<file path="src/rtl/s32x_fb_mem_ctrl.sv">
// rtl/s32x_fb_mem_ctrl.sv - 32X VDP framebuffer port to shared word memory bridge
// Turns level-held VDP strobes into single memory requests, posts writes, prioritises reads.
module s32x_fb_mem_ctrl #(
    parameter int AW       = 16,
    parameter int WQ_DEPTH = 2,
    parameter int BANK     = 0
) (
    input  logic          CLK,
    input  logic          RST,
    input  logic [AW-1:0] FB_A,
    input  logic [15:0]   FB_D,
    input  logic [1:0]    FB_WE,
    input  logic          FB_RD,
    output logic [15:0]   FB_Q,
    output logic [AW:0]   MEM_A,
    output logic [15:0]   MEM_D,
    output logic [1:0]    MEM_BE,
    output logic          MEM_WR,
    output logic          MEM_RD,
    input  logic [15:0]   MEM_Q,
    input  logic          MEM_RDY,
    output logic          BUSY,
    output logic          WQ_OVF
);
    localparam int   PW       = $clog2(WQ_DEPTH);
    localparam logic BANK_BIT = 1'(BANK);

    typedef enum logic [1:0] {IDLE, READ, WRITE} state_t;
    state_t state;

    logic [AW-1:0] q_a  [WQ_DEPTH];
    logic [1:0]    q_be [WQ_DEPTH];
    logic [15:0]   q_d  [WQ_DEPTH];
    logic [PW-1:0] wr_ptr, rd_ptr, last_ptr;
    logic [PW:0]   count;

    logic [1:0]    prev_we;
    logic [AW-1:0] prev_a;
    logic          rd_d;
    logic          rp_v;
    logic [AW-1:0] rp_a;

    logic wr_new, rd_new, raw_hit, go_read, pop, can_merge, q_full, push, drop;
    logic [15:0] merged_d;

    always_comb begin
        wr_new   = (FB_WE != 2'b00) &&
                   ((prev_we == 2'b00) || (FB_A != prev_a) || (FB_WE != prev_we));
        rd_new   = FB_RD & ~rd_d;
        last_ptr = wr_ptr - 1'b1;
        raw_hit  = 1'b0;
        for (int i = 0; i < WQ_DEPTH; i++) begin
            if (((PW+1)'(i) < count) && (q_a[rd_ptr + PW'(i)] == rp_a))
                raw_hit = 1'b1;
        end
        go_read   = (state == IDLE) && rp_v && !raw_hit;
        pop       = (state == IDLE) && !go_read && (count != '0);
        // The head being popped this cycle is already committed to memory and cannot absorb bytes.
        can_merge = (count != '0) && (q_a[last_ptr] == FB_A) &&
                    !(pop && (count == (PW+1)'(1)));
        q_full    = (count == (PW+1)'(WQ_DEPTH));
        push      = wr_new && !can_merge && (!q_full || pop);
        drop      = wr_new && !can_merge && q_full && !pop;
        merged_d  = {FB_WE[1] ? FB_D[15:8] : q_d[last_ptr][15:8],
                     FB_WE[0] ? FB_D[7:0]  : q_d[last_ptr][7:0]};
    end

    assign BUSY = (state != IDLE) || (count != '0) || rp_v;

    always_ff @(posedge CLK) begin
        if (RST) begin
            state   <= IDLE;
            wr_ptr  <= '0;
            rd_ptr  <= '0;
            count   <= '0;
            prev_we <= '0;
            prev_a  <= '0;
            rd_d    <= 1'b0;
            rp_v    <= 1'b0;
            rp_a    <= '0;
            FB_Q    <= '0;
            MEM_A   <= '0;
            MEM_D   <= '0;
            MEM_BE  <= '0;
            MEM_WR  <= 1'b0;
            MEM_RD  <= 1'b0;
            WQ_OVF  <= 1'b0;
        end else begin
            prev_we <= FB_WE;
            prev_a  <= FB_A;
            rd_d    <= FB_RD;

            if (push) begin
                q_a[wr_ptr]  <= FB_A;
                q_be[wr_ptr] <= FB_WE;
                q_d[wr_ptr]  <= FB_D;
                wr_ptr       <= wr_ptr + 1'b1;
            end
            if (wr_new && can_merge) begin
                q_be[last_ptr] <= q_be[last_ptr] | FB_WE;
                q_d[last_ptr]  <= merged_d;
            end
            if (pop)
                rd_ptr <= rd_ptr + 1'b1;
            count <= count + (PW+1)'(push) - (PW+1)'(pop);
            if (drop)
                WQ_OVF <= 1'b1;

            // RP is consumed at issue so a read arriving during flight stays pending.
            if (rd_new) begin
                rp_v <= 1'b1;
                rp_a <= FB_A;
            end else if (go_read) begin
                rp_v <= 1'b0;
            end

            case (state)
                IDLE: begin
                    if (go_read) begin
                        state  <= READ;
                        MEM_RD <= 1'b1;
                        MEM_A  <= {BANK_BIT, rp_a};
                    end else if (pop) begin
                        state  <= WRITE;
                        MEM_WR <= 1'b1;
                        MEM_A  <= {BANK_BIT, q_a[rd_ptr]};
                        MEM_D  <= q_d[rd_ptr];
                        MEM_BE <= q_be[rd_ptr];
                    end
                end
                READ: begin
                    if (MEM_RDY) begin
                        state  <= IDLE;
                        MEM_RD <= 1'b0;
                        FB_Q   <= MEM_Q;
                    end
                end
                WRITE: begin
                    if (MEM_RDY) begin
                        state  <= IDLE;
                        MEM_WR <= 1'b0;
                    end
                end
                default: state <= IDLE;
            endcase
        end
    end
endmodule

</file>
<file path="config.mk">
export PLATFORM = sky130hd
export DESIGN_NAME = s32x_fb_mem_ctrl
export DESIGN_NICKNAME = d
export VERILOG_FILES = /design/src/rtl/s32x_fb_mem_ctrl.sv
export SDC_FILE = /design/constraint.sdc
export NUM_CORES = 1
export LEC_CHECK = 0
export ABC_AREA = 1
export CAP_MARGIN = 20
export CORE_MARGIN = 2
export CORE_UTILIZATION = 49
export DETAILED_ROUTE_END_ITERATION = 8
export PLACE_DENSITY = 0.76
export SKIP_CTS_REPAIR_TIMING = 1
export SYNTH_ARGS = -nofsm -noshare
export SYNTH_HDL_FRONTEND = slang
export SYNTH_SLANG_ARGS = --single-unit
</file>
<file path="constraint.sdc">
create_clock -name CLK -period 2.6 [get_ports CLK]
set_input_delay 0.26 -clock CLK [delete_from_list [all_inputs] [get_ports CLK]]
set_output_delay 0.26 -clock CLK [all_outputs]
set_load 0.03 [all_outputs]
</file>
==> flow_summary_export.csv, run 1 <==
group,metric,value,unit
status,status,"finished, violations left",
status,violations,"negative setup slack",
drt,ant_nets,0,
clock_network,path_clk_slew,0.06,ns
floorplan,io_pins,109,
timing,worst_slack,-0.1532,ns
final_layout,fin_nets,1180,
worst_setup_path,end_kind,"flip-flop",
global_route,grt_pass1_wl,31330,um
logic_synthesis,synth_flop_cell,"dfxtp_1",
clock_network,cts_made_buffers,17,
logic_synthesis,ys_seq_area_share,51.96,%
logic_synthesis,synth_cell_types,39,
placed_design,place_congestion,0.9597,
timing,rsz0062_at_grt,"true",
logic_synthesis,synthArstFlopShare,0,%
hold_path,hold_end,"rd_d",
timing,setup_viol,37,
clock_network,cts_tree,"done",
timing,worst-slew-pin-transition,0.5602,ns
hold_path,hp-class,"in -> reg",
global_route,grt_overflow,0,
logic_synthesis,synthesis.area,7629,um2
clock_network,htreeDepth,4,
placed_design,portBuffers,107,
logic_synthesis,ys_ff_latch,164,
drt,drc,0,
worst_setup_path,criticalPathCategory,"reg -> reg",
floorplan,core,15200,um2
job,maxCapViolations,0,
hold_path,whs_path_depth,3,
clock_network,clk_root_buffer_cell,"clkbuf_16",
timing,hold_viol,0,
drt,routed_wl,21230,um
power_and_ir_drop,p_per_area,1046,nW/um2
global_route,track_usage,24.33,%
drt,vias,7062,
final_layout,areaGrowthSynthToFinish,34.16,%
drt,vias_per_cell,5.338,
timing,slew_violations,0,
timing,slew_headroom,62.61,%
power_and_ir_drop,leakagePower,4.446,nW
global_route,antenna_found_initial,0,
worst_setup_path,r2r-start,"wr_ptr",
clock_network,clock_path_buffers,2,
worst_setup_path,startpoint_type,"flip-flop",
timing,fin_skew,0.007858,ns
worst_setup_path,r2r-end,"q_d[0][4]",
clock_network,clk-insertion-delay-late,0.43,ns
final_layout,drive_above_1_share,15.42,%
timing,fmax,363.2,MHz
worst_setup_path,cp.arrival,2.89,ns
placed_design,dp_hpwl,14350,um
clock_network,clkSinkCount,164,
logic_synthesis,synth_cells,963,
drt,first_iter_violations,605,
logic_synthesis,syn_nets,1021,
logic_synthesis,ys_warn_count,0,
power_and_ir_drop,peakVddDrop,0.5547,mV
logic_synthesis,synth-edff-count,68,
timing,finalCritPeriodShare,105.9,%
logic_synthesis,synth_area_per_cell,7.922,um2
final_layout,diodes,0,
floorplan,die_w,128.8,um
floorplan,rows,45,
timing,period_needed,2.753,ns
global_route,grt_max_degree,48,
power_and_ir_drop,power.total,10.71,mW
worst_setup_path,path_max_fanout,21,
global_route,grt_pass1_vias,6173,
floorplan,die_h,128.8,um
timing,fin_hold_ws,0.3650,ns
drt,wire_per_inst,16.04,um
floorplan,start_util,50.18,%
worst_setup_path,ff2ff_path_depth,14,
timing,fin_setup_tns,-3.544,ns
floorplan,die_area,16580,um2
worst_setup_path,worstPathRequired,2.74,ns
drt,dr.pass1.iters,6,
hold_path,hp-start,"FB_RD",
worst_setup_path,rrSetupSlack,-0.15,ns
stage by stage:
step                      util, %  setup slack (ns)  instances  area (um2)
after global routing        67.33           -0.2667       1323       10230
after global placement      61.01           -0.2542       1281        9275
after detailed placement    61.01           -0.3032       1281        9275
after CTS                   64.82           -0.2278       1313        9854
after floorplan                 -           -0.1450        963        7629
final                       67.33           -0.1532       1323       10230
critical path, stage by stage, from the launching register on:
cell and delay (ns):
dfxtp_4 0.38, buf_12 0.16, o21ai_0 0.27, xor2_1 0.12
nor2_1 0.17, nand4_1 0.14, nor2_1 0.11, nand2_1 0.11
nor2_2 0.13, nand2_2 0.08, inv_2 0.08, nand3_4 0.15
xor2_2 0.24, nor2_1 0.15, buf_6 0.17
area by class of cell:
cell class,instances,area (um2)
clock inverter,14,150.1
inverter,104,406.6
multi-input combinational,652,3237
tap,188,235.2
sequential,164,3975
timing repair buffer,182,1797
timing repair inverter,1,5.005
clock buffer,18,429.2
fill,1180,4967
how the worst max path moves through the flow:
stage	slack (ns)	depth (start not counted)	start	endpoint
after global placement	-0.25	15	FB_A[5]	q_d[0][4]
after CTS	-0.23	17	wr_ptr	q_d[0][5]
after detailed placement	-0.30	15	FB_A[5]	q_d[0][7]
after floorplan	-0.14	16	flip-flop	q_a[0][0]
after global routing	-0.27	14	wr_ptr	q_d[0][7]
final	-0.15	14	wr_ptr	q_d[0][4]
report_power, final:
part	internal (mW)	total, mW	switching, mW
clock	1.43	2.49	1.06
sequential	3.21	3.54	0.336
combinational	1.90	4.68	2.78
cells in the final DEF (no fill, tap or decap), types with 3 or more instances in the layout:
| cell | synthesis | layout |
|---|---|---|
| clkdlybuf4s50_1 | 0 | 106 |
| edfxtp_1 | 68 | 68 |
| clkinv_1 | 2 | 3 |
| xor2_1 | 20 | 18 |
| nor2_1 | 118 | 109 |
| or2_2 | 4 | 4 |
| dfxtp_1 | 96 | 93 |
| buf_4 | 6 | 55 |
| buf_8 | 0 | 3 |
| inv_4 | 1 | 3 |
| inv_2 | 2 | 4 |
| clkinv_4 | 0 | 3 |
| nand3_4 | 1 | 3 |
| nand3_1 | 58 | 49 |
| a31oi_1 | 18 | 18 |
| dfxtp_4 | 0 | 3 |
| nand2_4 | 1 | 7 |
| nand2_2 | 0 | 10 |
| nor2_2 | 9 | 16 |
| o21ai_0 | 97 | 88 |
| inv_1 | 99 | 94 |
| a21oi_1 | 26 | 26 |
| nand3_2 | 0 | 7 |
| o21ai_1 | 14 | 22 |
| buf_12 | 0 | 7 |
| buf_6 | 5 | 10 |
| clkbuf_16 | 0 | 18 |
| inv_6 | 0 | 5 |
| nand2_1 | 257 | 241 |
| nand4_1 | 5 | 5 |
| xnor2_1 | 3 | 3 |
| ha_1 | 4 | 3 |
| nor2_4 | 1 | 3 |
cells by family after synthesis:
logic type | after synthesis | share of synthesized area, %
other cells | 1 | 0.04916
xor+xnor | 23 | 2.641
simple gates | 460 | 24.96
fa+ha+maj | 4 | 0.6561
flops | 164 | 51.96
mux | 2 | 0.2624
buf+inv | 147 | 8.299
compound gates | 162 | 11.17
cells in the mapped netlist, types with 14 or more instances:
cell type,number,share of area [%]
buf_2,14,0.92
a31oi_1,18,1.5
inv_1,99,4.9
o21ai_0,97,6.4
o21ai_1,14,0.92
nand2_1,257,13
clkbuf_1,17,0.84
nand3_1,58,3.8
dfxtp_1,96,25
a21oi_1,26,1.7
nor2_1,118,5.8
edfxtp_1,68,27
xor2_1,20,2.3
flip-flops by register name (all words and copies together) (netlist names), 4 cells and up, named ones only:
| signal | cells |
|---|---|
| q_d | 32 |
| rp_a | 16 |
| MEM_D | 16 |
| MEM_A | 16 |
| q_be | 4 |
| q_a | 32 |
| prev_a | 16 |
| FB_Q | 16 |
routing by layer:
layer	part of all wire [%]	vias to the layer above	track usage [%]
met3	9.3	44	5.198
met2	44	348	35.82
met4	2.4	0	10.61
met5	0	-	0
li1	-	3446	-
met1	44	3224	34.68
(Power assumes the default switching activity.)
==> inputs of run 2 (changes only) <==
Settings changed: SKIP_LAST_GASP set to 1.
==> run 2 against run 1 <==
The run still ends with negative setup slack left. Sequential power about the same. Flip-flop and latch count stayed put. First-iteration DRC count is 6.6% higher. Largest cell class unchanged. Global-route usage unchanged. Design area unchanged. Die area unchanged. Sequential share of layout area did not move.
==> flow_summary_export.csv, run 2 (synthesis results as in run 1) <==
group,metric,value,unit
global_route,grt_pass1_vias,6173,
timing,fin_skew,0.007813,ns
worst_setup_path,cp.arrival,2.89,ns
floorplan,io_pins,109,
global_route,antenna_found_initial,0,
placed_design,placedCellCount,1281,
power_and_ir_drop,intPower,6.530,mW
global_route,grt_max_degree,48,
power_and_ir_drop,switching_share,38.97,%
drt,first_iter_violations,645,
placed_design,place_congestion,0.9597,
final_layout,areaGrowthSynthToFinish,34.16,%
timing,finalCritPeriodShare,105.9,%
power_and_ir_drop,clkPwrFrac,23.3,%
worst_setup_path,end_kind,"flip-flop",
drt,wl_met3,2092,um
timing,rsz0062_at_grt,"true",
timing,fmax,363.3,MHz
hold_path,hold_end,"rd_d",
final_layout,drive_above_1_share,15.42,%
hold_path,hp-class,"in -> reg",
final_layout,fin_nets,1180,
global_route,track_usage,24.33,%
final_layout,layout_common_cells,"nand2_1 (241), nor2_1 (109), clkdlybuf4s50_1 (106)",
status,violations,"negative setup slack",
worst_setup_path,startpoint_type,"flip-flop",
final_layout,largestRegisters,"q_a (32), q_d (32)",
clock_network,clk_root_buffer_cell,"clkbuf_16",
placed_design,dp_hpwl,14350,um
drt,drc,0,
clock_network,cts_tree,"done",
final_layout,diodes,0,
floorplan,start_util,50.18,%
final_layout,final_common_cell,"nand2_1",
global_route,grt_overflow,0,
clock_network,htreeDepth,4,
timing,worst_slack,-0.1523,ns
placed_design,portBuffers,107,
drt,wirelength_met1,9156,um
drt,wire_per_inst,16.01,um
timing,slew_headroom,61.08,%
power_and_ir_drop,p_comb_share,43.6,%
worst_setup_path,path_max_fanout,21,
power_and_ir_drop,leakagePower,4.446,nW
clock_network,path_clk_slew,0.06,ns
final_layout,final_util,67.33,%
power_and_ir_drop,power_switching,4.170,mW
drt,routed.top_layer,"met4",
worst_setup_path,r2r-start,"wr_ptr",
floorplan,die_area,16580,um2
clock_network,cts_made_buffers,17,
worst_setup_path,rrSetupSlack,-0.15,ns
final_layout,instances_no_fill,1323,
timing,worst-slew-pin-transition,0.5831,ns
power_and_ir_drop,p_per_area,1045,nW/um2
timing,setup_viol,37,
global_route,grt_pass1_wl,31330,um
clock_network,clk-insertion-delay-late,0.43,ns
power_and_ir_drop,peakVddDrop,0.5526,mV
timing,slew_violations,0,
floorplan,rows,45,
hold_path,whs_path_depth,3,
job,maxCapViolations,0,
clock_network,clock_path_buffers,2,
floorplan,core,15200,um2
drt,routed_wl,21180,um
power_and_ir_drop,p_seq_share,33.1,%
status,status,"finished, violations left",
timing,hold_viol,0,
hold_path,hp-start,"FB_RD",
drt,vias,7051,
worst_setup_path,criticalPathCategory,"reg -> reg",
worst_setup_path,ff2ff_path_depth,14,
drt,met2WireLength,9431,um
drt,vias_per_cell,5.330,
clock_network,clkSinkCount,164,
drt,dr.pass1.iters,8,
worst_setup_path,worstPathRequired,2.74,ns
timing,period_needed,2.752,ns
drt,ant_nets,0,
worst_setup_path,r2r-end,"q_d[0][4]",
floorplan,die_w,128.8,um
floorplan,die_h,128.8,um
## run 2: cell counts in the layout (fill, tap and decap cells not counted)
Identical to the previous run, type by type.
## run 2: area by class of cell
cell class / instances / area (um2)
clock inverter: 14 / 150.1
timing repair inverter: 1 / 5.005
multi-input combinational: 652 / 3237
sequential: 164 / 3975
timing repair buffer: 182 / 1797
tap: 188 / 235.2
fill: 1180 / 4967
clock buffer: 18 / 429.2
inverter: 104 / 406.6
## run 2: worst max-delay path by stage
stage	slack (ns)	start	endpoint
finish	-0.15	wr_ptr	q_d[0][4]
global route	-0.27	wr_ptr	q_d[0][7]
CTS	-0.23	wr_ptr	q_d[0][5]
detailed placement	-0.30	FB_A[5]	q_d[0][7]
global placement	-0.25	FB_A[5]	q_d[0][4]
floorplan	-0.14	flip-flop	q_a[0][0]
## run 2: critical path, stage by stage, from the launching register on
cell and delay [ns]:
dfxtp_4 0.38, buf_12 0.16, o21ai_0 0.26, xor2_1 0.13
nor2_1 0.17, nand4_1 0.14, nor2_1 0.11, nand2_1 0.11
nor2_2 0.13, nand2_2 0.08, inv_2 0.08, nand3_4 0.15
xor2_2 0.25, nor2_1 0.15, buf_6 0.17
## run 2: stage by stage
stage	power, mW	hold WS [ns]	setup WS [ns]	TNS (ns)	cell area, um2
after floorplan	6.209	0.3589	-0.1450	-4.639	7629
after global placement	7.724	0.4454	-0.2542	-11.44	9275
after detailed placement	7.797	0.4609	-0.3032	-15.51	9275
after CTS	10.28	0.3552	-0.2278	-8.803	9854
after global routing	11.32	0.3718	-0.2667	-11.30	10230
final	10.70	0.3655	-0.1523	-3.483	10230
## run 2: power groups by stage
stage / Clock, mW / Combinational [mW] / Sequential [mW]
after floorplan: 0 / 2.13 / 4.08
after global placement: 0 / 4.18 / 3.55
after detailed placement: 0 / 4.24 / 3.56
after CTS: 2.51 / 4.27 / 3.51
after global routing: 2.63 / 5.09 / 3.60
final: 2.49 / 4.67 / 3.54
## run 2: per-layer routing
metal / vias to the layer above / global-route usage, %
li1: 3442 / -
met5: - / 0
met4: 0 / 10.61
met2: 326 / 35.82
met3: 42 / 5.198
met1: 3241 / 34.68
